==> src/rtl/crypt_sequencer.sv <==
// -----------------------------------------------------------------------------
// crypt_sequencer
//
// Golden hardware reference for the LFSR message-encryption program. Once
// launched through the req/ack handshake it reads three configuration bytes
// (pre_length, pattern number, LFSR seed) and the message from data memory,
// builds a 64-byte space-padded frame and writes each byte, XORed with a 7-bit
// LFSR and carrying even parity in bit 7, to OUT_BASE..OUT_BASE+63.
//
// Ports:
//   clk        in   system clock, all state changes on the rising edge
//   init       in   asynchronous active-high reset
//   req        in   high holds idle; a high-to-low transition launches a run
//   ack        out  run complete, held until req is sampled high
//   busy       out  high from launch until ack rises
//   cfg_err    out  pattern number low nibble was above 8 (default taps used)
//   dm_addr    out  data memory address
//   dm_wr_en   out  data memory write strobe
//   dm_wr_data out  data memory write data
//   dm_rd_data in   data memory read data, combinational from dm_addr
//
// Every byte costs exactly one RD and one WR cycle, padding included, so a run
// always takes 131 cycles from the launching edge to ack.
// -----------------------------------------------------------------------------
module crypt_sequencer #(
    parameter int unsigned MSG_BASE  = 0,
    parameter int unsigned CFG_BASE  = 61,
    parameter int unsigned OUT_BASE  = 64,
    parameter int unsigned FRAME_LEN = 64,
    parameter int unsigned MAX_MSG   = 49
) (
    input  logic       clk,
    input  logic       init,
    input  logic       req,
    output logic       ack,
    output logic       busy,
    output logic       cfg_err,
    output logic [7:0] dm_addr,
    output logic       dm_wr_en,
    output logic [7:0] dm_wr_data,
    input  logic [7:0] dm_rd_data
);

    localparam logic [7:0] MSG_BASE_B = 8'(MSG_BASE);
    localparam logic [7:0] CFG_BASE_B = 8'(CFG_BASE);
    localparam logic [7:0] OUT_BASE_B = 8'(OUT_BASE);
    localparam logic [7:0] MAX_MSG_B  = 8'(MAX_MSG);
    localparam logic [5:0] LAST_IDX   = 6'(FRAME_LEN - 1);
    localparam logic [7:0] SPACE      = 8'h20;

    typedef enum logic [2:0] {
        IDLE    = 3'd0,
        LD_PRE  = 3'd1,
        LD_PTN  = 3'd2,
        LD_INIT = 3'd3,
        RD      = 3'd4,
        WR      = 3'd5,
        DONE    = 3'd6
    } state_t;

    state_t     state_r;
    logic       req_d_r;
    logic       armed_r;     // req has been seen high since reset
    logic [7:0] pre_r;
    logic [6:0] ptn_r;
    logic [6:0] lfsr_r;
    logic [5:0] idx_r;
    logic [7:0] msg_idx_r;
    logic       msg_end_r;

    logic       pad_s;
    logic [7:0] plain_s;

    // Feedback tap mask for a pattern number; out-of-range falls back to 0x60.
    function automatic logic [6:0] tap_lookup(input logic [3:0] sel);
        logic [6:0] taps;
        case (sel)
            4'd0:    taps = 7'h60;
            4'd1:    taps = 7'h48;
            4'd2:    taps = 7'h78;
            4'd3:    taps = 7'h72;
            4'd4:    taps = 7'h6A;
            4'd5:    taps = 7'h69;
            4'd6:    taps = 7'h5C;
            4'd7:    taps = 7'h7E;
            4'd8:    taps = 7'h7B;
            default: taps = 7'h60;
        endcase
        return taps;
    endfunction

    // Even parity over the seven data bits.
    function automatic logic parity7(input logic [6:0] v);
        return ^v;
    endfunction

    // Encrypt one plaintext byte and place parity of the result in bit 7.
    function automatic logic [7:0] seal_byte(input logic [7:0] plain,
                                             input logic [6:0] key);
        logic [7:0] c;
        c = plain ^ {1'b0, key};
        return {parity7(c[6:0]), c[6:0]};
    endfunction

    // True when the frame byte at position i is padding rather than message.
    function automatic logic is_pad(input logic [5:0] i, input logic [7:0] mi,
                                    input logic me, input logic [7:0] pre);
        return ({2'b00, i} < pre) || me || (mi >= MAX_MSG_B);
    endfunction

    // Address presented during RD; padding bytes park the bus on MSG_BASE.
    function automatic logic [7:0] rd_addr(input logic [5:0] i, input logic [7:0] mi,
                                           input logic me, input logic [7:0] pre);
        logic [7:0] a;
        if (is_pad(i, mi, me, pre)) begin
            a = MSG_BASE_B;
        end else begin
            a = MSG_BASE_B + mi;
        end
        return a;
    endfunction

    // Plaintext for the byte being read: message character or a space.
    always_comb begin
        pad_s   = is_pad(idx_r, msg_idx_r, msg_end_r, pre_r);
        plain_s = SPACE;
        if (pad_s || (dm_rd_data == 8'h00)) begin
            plain_s = SPACE;
        end else begin
            plain_s = dm_rd_data;
        end
    end

    // Sequencer FSM; memory-side outputs are registered one state ahead so
    // they are valid for the whole cycle of the state that uses them.
    always_ff @(posedge clk or posedge init) begin
        if (init) begin
            state_r    <= IDLE;
            req_d_r    <= 1'b1;
            armed_r    <= 1'b0;
            pre_r      <= 8'h00;
            ptn_r      <= 7'h00;
            lfsr_r     <= 7'h00;
            idx_r      <= 6'd0;
            msg_idx_r  <= 8'h00;
            msg_end_r  <= 1'b0;
            ack        <= 1'b0;
            busy       <= 1'b0;
            cfg_err    <= 1'b0;
            dm_addr    <= 8'h00;
            dm_wr_en   <= 1'b0;
            dm_wr_data <= 8'h00;
        end else begin
            req_d_r <= req;
            if (req) begin
                armed_r <= 1'b1;
            end
            case (state_r)
                IDLE: begin
                    // A req held low straight out of reset is not a launch.
                    if (armed_r && req_d_r && !req) begin
                        state_r   <= LD_PRE;
                        busy      <= 1'b1;
                        dm_addr   <= CFG_BASE_B;
                        idx_r     <= 6'd0;
                        msg_idx_r <= 8'h00;
                        msg_end_r <= 1'b0;
                    end
                end
                LD_PRE: begin
                    pre_r   <= dm_rd_data;
                    dm_addr <= CFG_BASE_B + 8'd1;
                    state_r <= LD_PTN;
                end
                LD_PTN: begin
                    ptn_r   <= tap_lookup(dm_rd_data[3:0]);
                    cfg_err <= (dm_rd_data[3:0] > 4'd8);
                    dm_addr <= CFG_BASE_B + 8'd2;
                    state_r <= LD_INIT;
                end
                LD_INIT: begin
                    // An all-zero seed would lock the LFSR, so substitute 1.
                    if (dm_rd_data[6:0] == 7'h00) begin
                        lfsr_r <= 7'h01;
                    end else begin
                        lfsr_r <= dm_rd_data[6:0];
                    end
                    dm_addr <= rd_addr(6'd0, 8'h00, 1'b0, pre_r);
                    state_r <= RD;
                end
                RD: begin
                    if (!pad_s) begin
                        if (dm_rd_data == 8'h00) begin
                            msg_end_r <= 1'b1;
                        end else begin
                            msg_idx_r <= msg_idx_r + 8'd1;
                        end
                    end
                    dm_wr_data <= seal_byte(plain_s, lfsr_r);
                    dm_wr_en   <= 1'b1;
                    dm_addr    <= OUT_BASE_B + {2'b00, idx_r};
                    state_r    <= WR;
                end
                WR: begin
                    dm_wr_en <= 1'b0;
                    lfsr_r   <= {lfsr_r[5:0], ^(lfsr_r & ptn_r)};
                    idx_r    <= idx_r + 6'd1;
                    if (idx_r == LAST_IDX) begin
                        state_r <= DONE;
                        ack     <= 1'b1;
                        busy    <= 1'b0;
                        dm_addr <= 8'h00;
                    end else begin
                        state_r <= RD;
                        dm_addr <= rd_addr(idx_r + 6'd1, msg_idx_r, msg_end_r, pre_r);
                    end
                end
                DONE: begin
                    if (req) begin
                        state_r <= IDLE;
                        ack     <= 1'b0;
                        cfg_err <= 1'b0;
                    end
                end
                default: begin
                    state_r  <= IDLE;
                    ack      <= 1'b0;
                    busy     <= 1'b0;
                    dm_wr_en <= 1'b0;
                end
            endcase
        end
    end

endmodule

==> config.mk <==
export PLATFORM = sky130hd
export DESIGN_NAME = crypt_sequencer
export DESIGN_NICKNAME = d
export VERILOG_FILES = /design/src/rtl/crypt_sequencer.sv
export SDC_FILE = /design/constraint.sdc
export NUM_CORES = 1
export LEC_CHECK = 0
export ABC_AREA = 0
export ABC_CLOCK_PERIOD_IN_PS = 7300
export CAP_MARGIN = 20
export CORE_MARGIN = 5
export CORE_UTILIZATION = 55
export DETAILED_ROUTE_END_ITERATION = 8
export DONT_BUFFER_PORTS = 1
export HOLD_SLACK_MARGIN = 0.1
export PLACE_DENSITY = 0.7
export SKIP_LAST_GASP = 1
export SLEW_MARGIN = 15
export SYNTH_ARGS = -nofsm -noshare
export SYNTH_HDL_FRONTEND = slang
export SYNTH_SLANG_ARGS = --single-unit
==> constraint.sdc <==
create_clock -name clk -period 7.3 [get_ports clk]
set_input_delay 2.19 -clock clk [delete_from_list [all_inputs] [get_ports clk]]
set_output_delay 2.19 -clock clk [all_outputs]
set_load 0.005 [all_outputs]
==> metrics.yaml <==
global_routing:
  antenna_found_initial: 0
  grt_pass1_wl_um: 13680
  gr-usage-met2: 0.3329
  grt_max_degree: 63
  use_met1: 0.3219
  grt_pass1_vias: 2737
  grt.overflow.total: 0
  gr-usage-all-layers: 0.2237
  top_usage_layer: "met2"
  use_met3: 0.05346
detailed_routing:
  num_vias: 2584
  ant_nets: 0
  routed_wl_um: 7706
  wl_per_cell_um: 17.36
  drt_iter0_drc: 196
  vias_per_cell: 5.820
  dr.pass1.iters: 4
  drc: 0
floorplan:
  die_height_um: 89.10
  start_util: 0.5744
  num_io_pins: 31
  die_w_um: 89.10
  core_um2: 5991
  rows: 28
  die_area_um2: 7938
layout:
  final_cell_mix: "61 x dfrtp_1, 52 x nand2_1, 29 x nor2_1"
  final_area_um2: 3705
  drive_gt1_frac: 0.1003
  nNetsFinal: 394
  seq_area_um2: 1553
  stdcell_count: 444
  fillers: 497
  antenna_cells: 0
  layout_commonest_cell: "dfrtp_1"
  multiInputGateArea_um2: 1779
  area_growth_pct: 7.673
setup_path:
  end_kind: "register"
  critPathMaxFanout: 5
  critPathRequiredTime_ns: 7.51
  setup.worst_path.class: "input port to register"
  crit_arrival_ns: 4.23
  start_kind: "input port"
logic_synthesis:
  synth_top_cell_area_share: 0.4436
  synth_cells: 364
  yosys.area.top_type: "dfrtp_1"
  ys_types: 51
  synth_edf_count: 0
  synth_warnings: 0
  yosys_register_bits: 62
  synth_area_um2: 3441
  ys_async_sr_fraction: 1.000
  synth_area_leaders: "dfrtp_1 44%, ha_1 6.5%, nand2_1 5.7%, xnor2_1 4.1%, o21ai_0 3.9%"
  syn_nets: 393
  ys_seq_area_frac: 0.4513
  ys.flop_type: "dfrtp_1"
  avgSynthCellArea_um2: 9.453
clocking:
  cts_tree: "built"
  postCtsSetupRepairBufs: 0
  insertion_delay_ns: 0.33
  clk_pin_slew_worst_paths_ns: 0.07
  cts_buffers: 9
  cts_root_buf: "clkbuf_8"
  htree_levels: 3
  cts_hold_buf: 0
  cts_buffer_depth: 2
  post_cts_resized: 0
  cts.sinks: 62
power:
  peakVddDrop_v: 0.0002615
  p_leak_nw: 1.649
  powerDensity_nw_per_um2: 454.5
timing:
  fmax_mhz: 249.0
  hold_viol: 0
  setup_viol: 0
  drv_slew: 0
  setup_tns_ns: 0
  min_period_ns: 4.016
  worst_pin_slew_ns: 0.8138
  rsz0062_at_grt: "no"
  clock_skew_ns: 0.007376
  fin_crit_sh: 0.5501
  relSlewSlack: 0.4555
flow_run:
  maxCapViolCount: 0
worst_hold_path:
  hp-class: "register to register"
place:
  portBuffers: 0
  placed_cells: 429
  hpwlAfterDp_um: 5428
  routabilityCongestion: 0.8875
  post_dp_cell_area_um2: 3516
outcome:
  status: "completed"
==> worst max-delay path, cell delays in order <==
cell and delay, ns:
inv_1 0.08, ha_1 0.17, nor2b_1 0.26, nand2_1 0.16, or2_2 0.34, nand4_1 0.11
xor2_1 0.21, xnor3_1 0.41, mux2_1 0.30
==> routing by layer <==
metal	wire, um	vias to the layer above
met5	0	-
met4	88	0
met3	574	8
met2	3407	74
met1	3635	1235
li1	-	1267
==> registers in the layout, indices dropped and copies added, names as in the netlist <==
register    count
ack             1
armed_r         1
busy            1
cfg_err         1
dm_addr         8
dm_wr_data      8
dm_wr_en        1
idx_r           6
lfsr_r          7
msg_end_r       1
msg_idx_r       8
pre_r           8
ptn_r           7
req_d_r         1
state_r         3
==> synth_stat cells (all sizes together) (2+ instances only) <==
library cell	instances
clkbuf	12
a21o	4
xnor2	16
xor2	14
mux2	5
or2	2
mux2i	3
o211ai	5
nor4	3
nor2b	3
inv	16
o21a	6
a21oi	11
nand2	52
nor3	2
o31ai	2
nor3b	3
a221oi	4
a31o	5
and3	5
ha	18
nor2	30
a31oi	8
nand3	13
a211oi	2
dfrtp	61
nand2b	12
buf	2
o21ai	29
and2	2
==> path summary, 6_finish.rpt <==
check / from / to / slack (ns) / cells after the start
max: dm_rd_data[0] / dm_wr_data[7] / 3.28 / 9
min: ptn_r[3] / ptn_r[3] / 0.47 / 2
max reg2reg: state_r[2] / dm_addr[0] / 4.03 / 5
min reg2reg: ptn_r[3] / ptn_r[3] / 0.47 / 2
max in group asynchronous: init / pre_r[0] / 4.82 / 2
min in group asynchronous: init / dm_wr_data[2] / 1.94 / 2
==> through the flow <==
| stage | power [mW] | worst slack (ns) | utilization | hold WS, ns |
|---|---|---|---|---|
| floorplan | 1.211 | 3.178 | - | 0.4346 |
| global placement | 1.372 | 3.077 | 0.5869 | 0.4540 |
| detailed placement | 1.386 | 2.961 | 0.5869 | 0.4522 |
| CTS | 1.691 | 3.306 | 0.6184 | 0.4740 |
| global route | 1.834 | 3.136 | 0.6184 | 0.4878 |
| finish | 1.684 | 3.284 | 0.6184 | 0.4722 |
==> cell type report <==
class,instances,area share
clock buffer,11,0.03816
clock inverter,4,0.01283
inverter,16,0.01621
multi-input combinational,272,0.4802
sequential,62,0.4191
tap,75,0.02533
timing repair buffer,4,0.008105
==> cells by family after synthesis <==
logic type               after synthesis  share of synthesized area
multiplexers                           8                    0.02509
buffers and inverters                 30                    0.03309
XOR/XNOR                              31                    0.08291
AO/OA/AOI/OAI                         84                     0.1600
AND/OR/NAND/NOR                      131                     0.1822
adder cells (fa/ha/maj)               18                    0.06546
flip-flops                            62                     0.4513
==> power by group <==
part           leakage (nW)  switching (mW)  total, mW  internal (mW)
Combinational         0.804           0.394      0.740          0.346
Clock                0.0952           0.131      0.295          0.164
Sequential            0.750           0.168      0.649          0.481
Power figures use the tool's default switching activity.
==> edit 1, RTL diff (same settings) <==
Re-encode `state_t` (7 states) as one-hot, 7 bits wide.
--- a/src/rtl/crypt_sequencer.sv
+++ b/src/rtl/crypt_sequencer.sv
@@ -49,12 +49,12 @@
     localparam logic [7:0] SPACE      = 8'h20;
 
-    typedef enum logic [2:0] {
-        IDLE    = 3'd0,
-        LD_PRE  = 3'd1,
-        LD_PTN  = 3'd2,
-        LD_INIT = 3'd3,
-        RD      = 3'd4,
-        WR      = 3'd5,
-        DONE    = 3'd6
+    typedef enum logic [6:0] {
+        IDLE    = 7'b0000001,
+        LD_PRE  = 7'b0000010,
+        LD_PTN  = 7'b0000100,
+        LD_INIT = 7'b0001000,
+        RD      = 7'b0010000,
+        WR      = 7'b0100000,
+        DONE    = 7'b1000000
     } state_t;
 
Function: same outputs for any inputs over 10 cycles, from zero or initial values; not proved beyond that.
==> edit 1 against the unedited design <==
- synthesized area increased by 5.4%
- first-iteration DRC count up 0.51%
- final area increased by 4.6%
- largest cell class unchanged
- sequential cell count is 4 higher
- wire length increased by 7.1%
- count of clock-buffer cells in the layout grew 3
- setup slack gained 400 ps
Power is not compared: it rests on default switching activity, and its combinational part moved more than twofold at a synthesized area within 25%.
==> edit 1: results (changes against the unedited design) <==
| Quantity | Value | Unit | vs unedited |
|:---|:---|:---|:---|
| Final weighted congestion of routability-driven global placement | 0.875 | - | -1.4% |
| Status | complete, no violations | - |  |
| Synth Warn # | 0 | - | unchanged |
| R2R setup slack | 4020 | ps | about the same |
| Routed wire length | 8250 | um | +7.1% |
| Post-CTS setup buffer count | 0 | - | unchanged |
| R2r worst-path depth | 7 | - | +2 |
| H-tree depth | 3 | - | unchanged |
| Largest buffer count on any clock path | 2 | - | unchanged |
| Cell class contributing the biggest share of worst-path delay | compound AO/OA/AOI/OAI gates | - |  |
| Number of distinct library cells after synthesis | 56 | - | +9.8% |
| Slowest stage delay, CP | 330 | ps | -80 ps |
| Maximum number of pins on one net before global-route repair | 67 | - | +6.3% |
| Share of the yosys chip area belonging to registers | 0.456 | - | +0.00490 |
| Antenna violations before repair | 0 | - | unchanged |
| R2r endpoint | msg_idx_r[2]$_DFFE_PP0P_ | - |  |
| Clock buffers created by TritonCTS | 9 | - | unchanged |
| Worst IR Drop VDD | 0.190 | mV |  |
| Arr. time, crit path | 3890 | ps | -340 ps |
| Most instantiated cells after synthesis | sky130_fd_sc_hd__nand2_1, sky130_fd_sc_hd__dfrtp_1, sky130_fd_sc_hd__o21ai_0 | - |  |
| Filler cell count in the final layout | 553 | - | +11% |
| Insertion delay to the later sink of the worst-skew pair | 340 | ps |  |
| Hold path start | armed_r$_DFFE_PP0P_ | - |  |
| Worst slew pin tran | 1110 | ps | +298 ps |
| Fraction of final layout cells with drive strength greater than 1 | 0.0714 | - | -0.0288 |
| Leak Pwr | 1.78 | nW |  |
| Crit path max fanout | 6 | - | +1 |
| 1st-pass router iterations | 4 | - | unchanged |
| Starting DRC count in detailed routing | 197 | - | +0.51% |
| Clock slew seen by the registers of the worst setup and hold paths | 70 | ps | about the same |
| Number of antenna diodes | 0 | - | unchanged |
| Resized cells post-CTS | 0 | - | unchanged |
| DR vias/cell | 5.86 | - | +0.71% |
| Critical Path Slowest Stage Cell | sky130_fd_sc_hd__nor2b_1 | - |  |
| Quantity of I/O buffers inserted on ports | 0 | - | unchanged |
| Worst clock skew | 9.92 | ps | +2.55 ps |
| Beginning of the worst register-to-register path | state_r[3]$_DFFE_PP0P_ | - |  |
| Hold endpoint | armed_r$_DFFE_PP0P_ | - |  |
| Synth async-reset ratio | 1.00 | - | unchanged |
| Worst hold path cell count | 1 | - | -1 |
| Type of the tightest min-delay check | reg2reg | - |  |
| Via count of the first global-routing pass | 2666 | - | -2.6% |
| First-pass GRT wire length | 13500 | um | -1.2% |
| Detailed placement HPWL | 6060 | um | +12% |
| Buffer type at the clock tree root | sky130_fd_sc_hd__clkbuf_8 | - |  |
| Net count after synthesis | 417 | - | +6.1% |
| Global router's overall resource usage | 0.205 | - | -0.0185 |
| Most area-consuming cells after synthesis | sky130_fd_sc_hd__dfrtp_1, sky130_fd_sc_hd__nand2_1, sky130_fd_sc_hd__ha_1 | - |  |
-- edit 1: cell types whose count changed after synthesis, moves of 5 or more --
| cell | delta |
|---|---|
| sky130_fd_sc_hd__nand2b_1 | -9 |
| sky130_fd_sc_hd__nand2_1 | +23 |
| sky130_fd_sc_hd__nor2_1 | -6 |
| sky130_fd_sc_hd__o21ai_0 | +5 |
| sky130_fd_sc_hd__a22oi_1 | +6 |
| sky130_fd_sc_hd__a31o_2 | -5 |
| sky130_fd_sc_hd__xor2_1 | -5 |
-- edit 1: layout make-up --
type | count | share of cell area
Timing Repair Buffer | 3 | 0.00581
Clock inverter | 2 | 0.00258
Tap cell | 77 | 0.0249
Inverter | 18 | 0.0174
Clock buffer | 14 | 0.0445
Multi-Input combinational cell | 289 | 0.478
Sequential cell | 66 | 0.427
-- edit 1: power by group --
part	total, W	switching (W)	internal [W]
registers	0.000540	0.0000817	0.000458
logic	0.000363	0.000198	0.000165
clock network	0.000286	0.000135	0.000150
total	0.00119	0.000415	0.000773
-- edit 1: per-stage QoR --
stage | area [sq um] | hold slack, ps | std cells | power [W] | setup WS (ps)
after floorplan | 3630 | 429 | 388 | 0.000821 | 3460
after global placement | 3690 | 447 | 453 | 0.000896 | 3440
after detailed placement | 3690 | 445 | 453 | 0.000912 | 3340
after CTS | 3880 | 462 | 469 | 0.00120 | 3700
after global routing | 3880 | 483 | 469 | 0.00127 | 3470
final | 3880 | 457 | 469 | 0.00119 | 3680
-- edit 1: layer usage --
metal,GRT usage,share of wire
met1,0.263,0.45
met3,0.0579,0.056
met4,0.0623,0.011
met2,0.338,0.48
met5,0,0
-- edit 1: cell families (layout without fill, tap and decap cells) --
| logic type | count (synthesis) | in the layout | share of synthesized area |
|---|---|---|---|
| AOI/OAI and AO/OA | 86 | 86 | 0.159 |
| and+or+nand+nor | 152 | 152 | 0.204 |
| xor gates and xnor gates | 30 | 30 | 0.0763 |
| DFF | 66 | 66 | 0.456 |
| muxes | 3 | 3 | 0.00828 |
| buffers and inverters | 33 | 37 | 0.0345 |
| adders and majority gates | 18 | 18 | 0.0621 |
-- edit 1: worst max-delay path by stage --
stage,endpoint,from
final,msg_idx_r[2]$_DFFE_PP0P_,dm_rd_data[1]
after detailed placement,msg_idx_r[2]$_DFFE_PP0P_,dm_rd_data[1]
after CTS,msg_idx_r[2]$_DFFE_PP0P_,dm_rd_data[1]
after global routing,dm_wr_data[7]$_DFFE_PP0P_,dm_rd_data[1]
after floorplan,ack$_DFFE_PP0P_,init
after global placement,msg_idx_r[2]$_DFFE_PP0P_,dm_rd_data[1]
==> edit 2, RTL diff (same settings) <==
Made on the original files. Set the parameter `MAX_MSG` to 36 (it was 49).
--- a/src/rtl/crypt_sequencer.sv
+++ b/src/rtl/crypt_sequencer.sv
@@ -28,5 +28,5 @@
     parameter int unsigned OUT_BASE  = 64,
     parameter int unsigned FRAME_LEN = 64,
-    parameter int unsigned MAX_MSG   = 49
+    parameter int unsigned MAX_MSG   = 36
 ) (
     input  logic       clk,
Behaviour: no difference found for any inputs over 10 cycles, from zero or initial values; that may be too few to reach the edited logic, so the function may still have changed.
==> edit 2 against the unedited design <==
- synthesized area is 1.2% higher
- core utilization is 2.5 points lower
- wire length is 3.6% higher
- die area is 1.0% higher
- critical path depth is 2 lower
- power is 8.2% lower
- register-to-register slack better by 790 ps
- sequential cell count stayed put
- global-route usage is 1.1 points lower
- synthesized cell count is 3.6% higher
- final area hardly changed
- setup slack better by 360 ps
- non-clock buffer count is 1 lower
- critical path type unchanged
==> edit 2: results (changes against the unedited design) <==
| Quantity | Value | Unit | vs unedited |
|:---|:---|:---|:---|
| Status | complete, no violations | - |  |
| Worst slew pin tran | 1070 | ps | +251 ps |
| Average instance area after synthesis | 9.23 | sq um | -2.3% |
| Number of nets in the final layout | 400 | - | +1.5% |
| Net count after synthesis | 405 | - | +3.1% |
| First-pass GRT wire length | 12900 | um | -5.7% |
| Final weighted congestion of routability-driven global placement | 0.815 | - | -8.1% |
| WL per Instance | 17.7 | um | +2.0% |
| Leak Pwr | 1.55 | nW | -5.8% |
| Most area-consuming cells after synthesis | sky130_fd_sc_hd__dfrtp_1, sky130_fd_sc_hd__ha_1, sky130_fd_sc_hd__nand2_1 | - |  |
| Crit path max fanout | 12 | - | +7 |
| Fraction of final layout cells with drive strength greater than 1 | 0.0829 | - | -0.0174 |
| Most instantiated cells after synthesis | sky130_fd_sc_hd__dfrtp_1, sky130_fd_sc_hd__nand2_1, sky130_fd_sc_hd__o21ai_0 | - |  |
| Area after detailed placement | 3530 | sq um | +0.32% |
| Routed wire length | 7980 | um | +3.6% |
| Share of the yosys chip area belonging to registers | 0.446 | - | -0.00519 |
| Worst clock skew | 7.48 | ps | +0.0995 ps |
| Arr. time, crit path | 3920 | ps | -310 ps |
| Worst IR Drop VDD | 0.213 | mV | -19% |
| Detailed placement HPWL | 5520 | um | +1.7% |
| Worst setup slack after placement | 3290 | ps | +333 ps |
| Slowest stage delay, CP | 520 | ps | +110 ps |
| Via count of the first global-routing pass | 2487 | - | -9.1% |
| Global router's overall resource usage | 0.212 | - | -0.0113 |
| Starting DRC count in detailed routing | 188 | - | -4.1% |
edit 2: cell types whose count changed in the layout (fill, tap and decap cells not counted), moves of 5 or more:
cell	before	now
sky130_fd_sc_hd__o21ai_0	27	33
sky130_fd_sc_hd__nand2b_1	12	5
sky130_fd_sc_hd__nand4_1	1	6
sky130_fd_sc_hd__and3_1	5	0
sky130_fd_sc_hd__a21oi_1	11	20
sky130_fd_sc_hd__xor2_1	14	6
sky130_fd_sc_hd__nand2_1	52	47
sky130_fd_sc_hd__mux2i_1	3	8
edit 2: path summary, 6_finish.rpt:
path / startpoint / slack [ps] / end / cells past startpoint
max in group asynchronous: init / 4810 / ack$_DFFE_PP0P_ / 2
worst min-delay path: armed_r$_DFFE_PP0P_ / 460 / armed_r$_DFFE_PP0P_ / 1
worst max register to register: state_r[2]$_DFFE_PP0P_ / 4820 / dm_addr[1]$_DFFE_PP0P_ / 5
worst max-delay path: dm_rd_data[1] / 3640 / msg_idx_r[3]$_DFFE_PP0P_ / 7
worst min register to register: armed_r$_DFFE_PP0P_ / 460 / armed_r$_DFFE_PP0P_ / 1
min in group asynchronous: init / 1960 / dm_wr_data[3]$_DFFE_PP0P_ / 2
edit 2: cell families after synthesis:
group,after synthesis,synth area share
muxes,12,0.0359
DFF,62,0.446
and+or+nand+nor,130,0.182
adders and majority gates,17,0.0611
AOI/OAI and AO/OA,99,0.182
xor gates and xnor gates,22,0.0554
buffers and inverters,35,0.0381
edit 2: per-layer routing:
metal,global-route usage,routed length [um]
met1,0.313,3830
met2,0.298,3450
met3,0.0719,620
met4,0.0555,85
met5,0,0
edit 2: layout make-up:
cell class | count | area, sq um | share of cell area
sequential | 62 | 1550 | 0.419
clock buffer | 11 | 141 | 0.0382
multi-input combinational | 280 | 1800 | 0.485
inverter | 16 | 60.1 | 0.0162
timing repair buffer | 3 | 22.5 | 0.00608
tap | 77 | 96.3 | 0.0260
clock inverter | 2 | 35.0 | 0.00946
edit 2: power breakdown:
part           internal, W  total, W  switching (W)  leakage (nW)
logic             0.000262  0.000628       0.000366         0.705
registers         0.000473  0.000633       0.000159         0.757
clock network     0.000161  0.000286       0.000125        0.0911
edit 2: worst reg2reg max path, stage by stage, from the launching register on:
cell	delay (ps)
sky130_fd_sc_hd__dfrtp_1	800
sky130_fd_sc_hd__nand2_1	210
sky130_fd_sc_hd__or2_2	410
sky130_fd_sc_hd__nor4_2	490
sky130_fd_sc_hd__o21ai_0	240
sky130_fd_sc_hd__o221ai_1	230
